File: config.mk
export PLATFORM = sky130hd
export DESIGN_NAME = mul_i8_i8_i8
export DESIGN_NICKNAME = d
export VERILOG_FILES = /design/src/rtl/mul_pkg.sv /design/src/rtl/mul_pp_row.sv /design/src/rtl/mul_i8_i8_i8.sv
export SDC_FILE = /design/constraint.sdc
export NUM_CORES = 1
export LEC_CHECK = 0
export CAP_MARGIN = 20
export CELL_PAD_IN_SITES_DETAIL_PLACEMENT = 1
export CELL_PAD_IN_SITES_GLOBAL_PLACEMENT = 2
export CORE_AREA = 2 2 59 61
export DETAILED_ROUTE_END_ITERATION = 7
export DIE_AREA = 0 0 61 63
export PLACE_DENSITY_LB_ADDON = 0.15
export SLEW_MARGIN = 20
export SYNTH_ARGS = -nofsm -noshare
export SYNTH_HDL_FRONTEND = slang
export SYNTH_SLANG_ARGS = --single-unit
File: constraint.sdc
create_clock -name vclk -period 8.15
set_input_delay 2.445 -clock vclk [all_inputs]
set_output_delay 2.445 -clock vclk [all_outputs]
set_load 0.02 [all_outputs]
File: src/rtl/mul_pkg.sv
// Shared types and widths for the i8 multiplier leaf and its partial-product rows.
// Latency: n/a (types only).
// Backpressure: n/a (types only).
package mul_pkg;

    localparam int MUL_W = 8;

    typedef logic [MUL_W-1:0] i8_t;

endpackage

File: src/rtl/mul_pp_row.sv
// One shift-add row: running sum plus (b_bit ? a << SHIFT : 0), truncated to WIDTH.
// Latency: 0 cycles, purely combinational.
// Backpressure: none; output follows inputs continuously.
module mul_pp_row #(
    parameter int WIDTH = 8,
    parameter int SHIFT = 0
) (
    input  logic [WIDTH-1:0] sum_in,
    input  logic [WIDTH-1:0] a,
    input  logic             b_bit,
    output logic [WIDTH-1:0] sum_out
);

    logic [WIDTH-1:0] w_pp;

    // Bits shifted past the top are dropped, which is exactly the mod 2^WIDTH wrap we want.
    assign w_pp    = b_bit ? (a << SHIFT) : '0;
    // Carry out of the top bit is discarded by the WIDTH-wide sum.
    assign sum_out = sum_in + w_pp;

endmodule

File: src/rtl/mul_i8_i8_i8.sv
// Signed i8 x i8 -> i8 multiply (low 8 bits of the product) built from a shift-add row chain.
// Latency: 0 cycles by default; 1 cycle with MUL_I8_I8_I8_OUT_REG_EN defined (output register).
// Backpressure: none; a new operand pair is accepted every cycle.
module mul_i8_i8_i8
    import mul_pkg::*;
#(
    parameter int WIDTH = MUL_W
) (
    input  logic             clock,
    input  logic             reset,
    input  logic [WIDTH-1:0] a,
    input  logic [WIDTH-1:0] b,
    output logic [WIDTH-1:0] y
);

    // w_sum[i] is the running total after rows 0..i-1; the final entry is the truncated product.
    // Low product bits are the same for signed and unsigned operands, so no sign handling is needed.
    logic [WIDTH-1:0] w_sum [0:WIDTH];

    assign w_sum[0] = '0;

    for (genvar gi = 0; gi < WIDTH; gi++) begin : g_row
        mul_pp_row #(
            .WIDTH (WIDTH),
            .SHIFT (gi)
        ) u_row (
            .sum_in  (w_sum[gi]),
            .a       (a),
            .b_bit   (b[gi]),
            .sum_out (w_sum[gi+1])
        );
    end

`ifdef MUL_I8_I8_I8_OUT_REG_EN
    logic [WIDTH-1:0] r_y;

    // Output register: synchronous clear wins over loading the new product.
    always_ff @(posedge clock) begin
        if (!reset) begin
            r_y <= '0;
        end else begin
            r_y <= w_sum[WIDTH];
        end
    end

    assign y = r_y;
`else
    // Clock and reset exist only for interface uniformity in the combinational build.
    logic w_unused_ok;
    assign w_unused_ok = ^{clock, reset};

    assign y = w_sum[WIDTH];
`endif

endmodule

**Yosys cells after proc, flatten, opt, wreduce, memory -nomap -nowiden**

Index checks and enable logic that the tools add are counted.

- Flip-flop bits (word level): 0
- Output and inout bits: 8
- Logic and storage cells: 15

- Add/sub/neg operators: 7
- Mux-type cells: 8

Operator list:

| cell | count |
|---|---|
| $mux 8 | 8 |
| $add 8x8->8 | 7 |

**Depth between registers and ports, before layout**

- Depth in word-level cells: 8
- Mapped depth: 14
- Mapped depth without buffers: 14

**By module**

A second synthesis with hierarchy kept.

- Cell total of the unflattened synthesis: 200
- Area total of the unflattened synthesis: 1549.0 sq um

By module, submodules not included:

| module | instances | cells an instance | area an instance (sq um) | seq. area each (sq um) |
|---|---|---|---|---|
| mul_pp_row at g_row[0].u_row | 1 | 47 | 346.6 | 0.0 |
| mul_pp_row at g_row[1].u_row | 1 | 41 | 309.0 | 0.0 |
| mul_pp_row at g_row[2].u_row | 1 | 32 | 266.5 | 0.0 |
| mul_pp_row at g_row[3].u_row | 1 | 27 | 207.7 | 0.0 |
| mul_pp_row at g_row[4].u_row | 1 | 17 | 152.6 | 0.0 |
| mul_pp_row at g_row[5].u_row | 1 | 15 | 112.6 | 0.0 |
| mul_pp_row at g_row[6].u_row | 1 | 11 | 85.1 | 0.0 |
| mul_pp_row at g_row[7].u_row | 1 | 9 | 65.1 | 0.0 |
| mul_i8_i8_i8 | 1 | 1 | 3.8 | 0.0 |

**Worst setup path before layout**

No wires, ideal clock.

- Path kind: input -> output
- From: in a[5]
- To: out y[7]
- Arrival time: 5871 ps
- Data required time: 5705 ps
- Slack: -166 ps
- Cell stages on the path: 13
- Buffers on the path: 0
- Cell sequence: and2_1 -> fa_1 -> fa_1 -> inv_1 -> fa_1 -> inv_1 -> ha_1 -> ha_1 -> fa_1 -> xnor2_1 -> xnor2_1 -> xnor2_1 -> xnor3_1

- Longest elaborated chain between the ends: 8
- Elaborated cells between the ends (all ways): 10
- Classes of those cells: add/sub (7); mux (3)

Ends and longest elaborated chain:

| item | line | source |
|---|---|---|
| from (decl) | mul_i8_i8_i8.sv:11 | `input logic [WIDTH-1:0] a,` |
| $mux 8 | mul_pp_row.sv:17 | `assign w_pp = b_bit ? (a << SHIFT) : '0;` |
| $add 8x8->8 | mul_pp_row.sv:19 | `assign sum_out = sum_in + w_pp;` |
| $add 8x8->8 (*) (6 in a row) | mul_pp_row.sv:19 |  |
| to (decl) | mul_i8_i8_i8.sv:13 | `output logic [WIDTH-1:0] y` |

Mark *: on every way between the ends. The rest lies on a longest branch, timed or not.

**Worst setup path in the final report**

- From: in a[4]
- To: out y[7]

- Longest elaborated chain between the ends: 8
- Elaborated cells between the ends (all ways): 11
- Classes of those cells: add/sub (7); mux (4)

Ends and longest elaborated chain:

| item | line |
|---|---|
| $mux 8 | mul_pp_row.sv:17 |
| $add 8x8->8 (2 in a row) | mul_pp_row.sv:19 |
| $add 8x8->8 (*) (5 in a row) | mul_pp_row.sv:19 |

Marks and branches as above.

==> run summary <==
- 26 — boundary pin count
- 3840 sq um — overall die area
- finished, violations left — result of the run
- 772 — number of global-route vias before repair
- 22 x nand2_1, 15 x inv_1, 14 x fa_1, 10 x ha_1, 8 x and2_1 — Post-synth top cells
- 2 — drt first pass iters
- 5.71 ns — data required time of the critical path
- 3230 sq um — standard cell core area
- 0 — number of violations of the max-capacitance limit
- 8.77 sq um — post-synthesis average cell area
- 1190 sq um — area after detailed placement
- 1.91 mm — final wirelength
- 699 — total number of vias
- 146 nW/um^2 — pwr/cell area
- 104% — final clock period utilization by the worst path
- 0.49 ns — maximum single-stage delay on the critical path
- 0% — sequential-to-total area share from yosys stat
- -0.321 ns — post-layout worst setup margin
- 0 — post-CTS setup buffer count
- 0 — clock buffer count
- 21 — FP Rows
- 8.47 ns — Period minus WS final
- 24 — # port buffers
- 4 — worst path bufs/invs
- 6.03 ns — Arrival @ worst endpoint
- nand2_1 — count leader, synth
- 36.3% — area fraction of the dominant cell type after synthesis
- in2out — kind of critical path
- 11.2% — GR Util All Layers
- 118 MHz — fmax
- 169 — number of nets at the end of the flow
- -0.321 ns — setup TNS
- fa_1 36%, ha_1 16%, nand2_1 11%, xnor2_1 7.9%, inv_1 7.3% — dominant cells by area after synthesis
- output port — type of element capturing the critical path
- buf_4 -> and2_4 -> fa_1 -> fa_1 -> inv_1 -> fa_1 -> inv_1 -> ha_1 -> ha_2 -> fa_2 -> xnor2_2 -> xnor2_2 -> xnor2_2 -> xnor3_2 -> buf_6 — crit-path cells
- 0 — number of warnings printed during yosys synthesis
- 11 — Unique masters post-synth
- 38.4% — fraction of final layout cells with drive strength greater than 1
- true — unrepaired setup endpoints after global routing
- 0.280 ns — Least-Margin Pin Slew
- 176 uW — power consumption
- 0 — initial antenna violation count
- 0.607 nW — leakage power
- 1210 sq um — post-route design area
- 0 — sequential cells
- 11.2 um — wire length per cell
- negative setup slack — failing checks
- 0 — Ant. Diodes
- 1 — final setup violation count
- 130 — synthesized netlist net count
- adder cells — crit-path leading delay family
- 0 — total count of max-transition violations in the final report
- 61 um — DIE WIDTH
- 0 sq um — area occupied by registers
- 4.09 — via density per instance
- 9 — violation count after the first detailed-routing iteration
- 8 — maximum number of pins on one net before global-route repair
- 81.3% — Max-slew headroom
- fa_1 — slowest library cell on the worst path
- in2out — classification of the worst-slack hold path
- 0.748 — RD Place Congestion
- 37.4% — core utilization of the finished layout
- 3.32 mm — first-pass GRT wire length
- primary input — kind of launch point of the worst setup path
- 1.74 mm — half-perimeter wire length after detailed placement
- 63 um — die extent in y
- fa_1 — library cell occupying the most area in the post-synthesis netlist
- 772 sq um — cell area after synthesis
- 4 — Critical Path Fanout Max
- 56.7% — Area Overhead vs Synth
- 0 — number of DRC violations after detailed routing
- 0 — grt ovf
- 0.0814 mV — maximum ir drop on the vdd rail
- 0 — number of nets with antenna violations after detailed routing
- 88 — Gate Count Post-Synth
- 23.9% — initial cell density of the core
- 0 — Final Hold Vio Count
## where the power goes
group | leakage (nW) | switching [mW] | internal [mW]
clock network | 0 | 0 | 0
logic | 0.607 | 0.0839 | 0.0923
registers | 0 | 0 | 0
total | 0.607 | 0.0839 | 0.0923
## cells in the final DEF, fill, tap and decap left out, types with 5 or more instances in the layout
master / count
and2_1: 5
buf_2: 6
buf_4: 15
clkdlybuf4s50_1: 9
fa_1: 12
ha_1: 8
inv_1: 14
nand2_1: 19
## cells by family after synthesis
group,after synthesis,share of synthesized area [%]
XOR/XNOR,13,17.5
adder cells (fa/ha/maj),24,52.5
buffers and inverters,15,7.29
AND/OR/NAND/NOR,36,22.7
## routing by layer
| metal | part of all wire [%] | global-route usage [%] | vias up |
|---|---|---|---|
| met5 | 0 | 0 | - |
| met4 | 0 | 0 | 0 |
| met3 | 2.7 | 0 | 0 |
| met2 | 53 | 20.6 | 14 |
| met1 | 44 | 15.3 | 348 |
| li1 | - | - | 337 |
## metrics by stage
stage	setup slack (ns)	hold WS (ns)	cells
6_report	-0.321	5.68	171
5_1_grt	-0.478	5.72	171
4_1_cts	-0.360	5.69	171
3_5_place_dp	-1.30	6.26	171
3_3_place_gp	-1.28	6.26	171
2_1_floorplan	0.000562	5.07	88
## path summary, 6_finish.rpt
path              from   end  slack, ns  depth (start not counted)
hold / removal    b[1]  y[7]       5.68                          6
setup / recovery  a[4]  y[7]      -0.32                         15
## repair_timing
item | CTS | global route
hold buffers | 0 | 0
pin swaps | 18 | 1
gates resized for setup | 75 | 2
setup endpoints to repair | 3 | 2
## tightest hold or removal path, delay by kind of cell
family | cells | cell delay, ns
xor+xnor | 3 | 0.47
buf+inv | 2 | 0.25
simple gates | 1 | 0.07
## layout make-up
cell class                      count  area, sq um
Tap cell                           46         57.6
Fill cell                         393         2020
Timing Repair Buffer               37          312
Inverter                           15         56.3
Multi-Input combinational cell     73          785
Note: power is estimated with default switching activity, not from simulation.
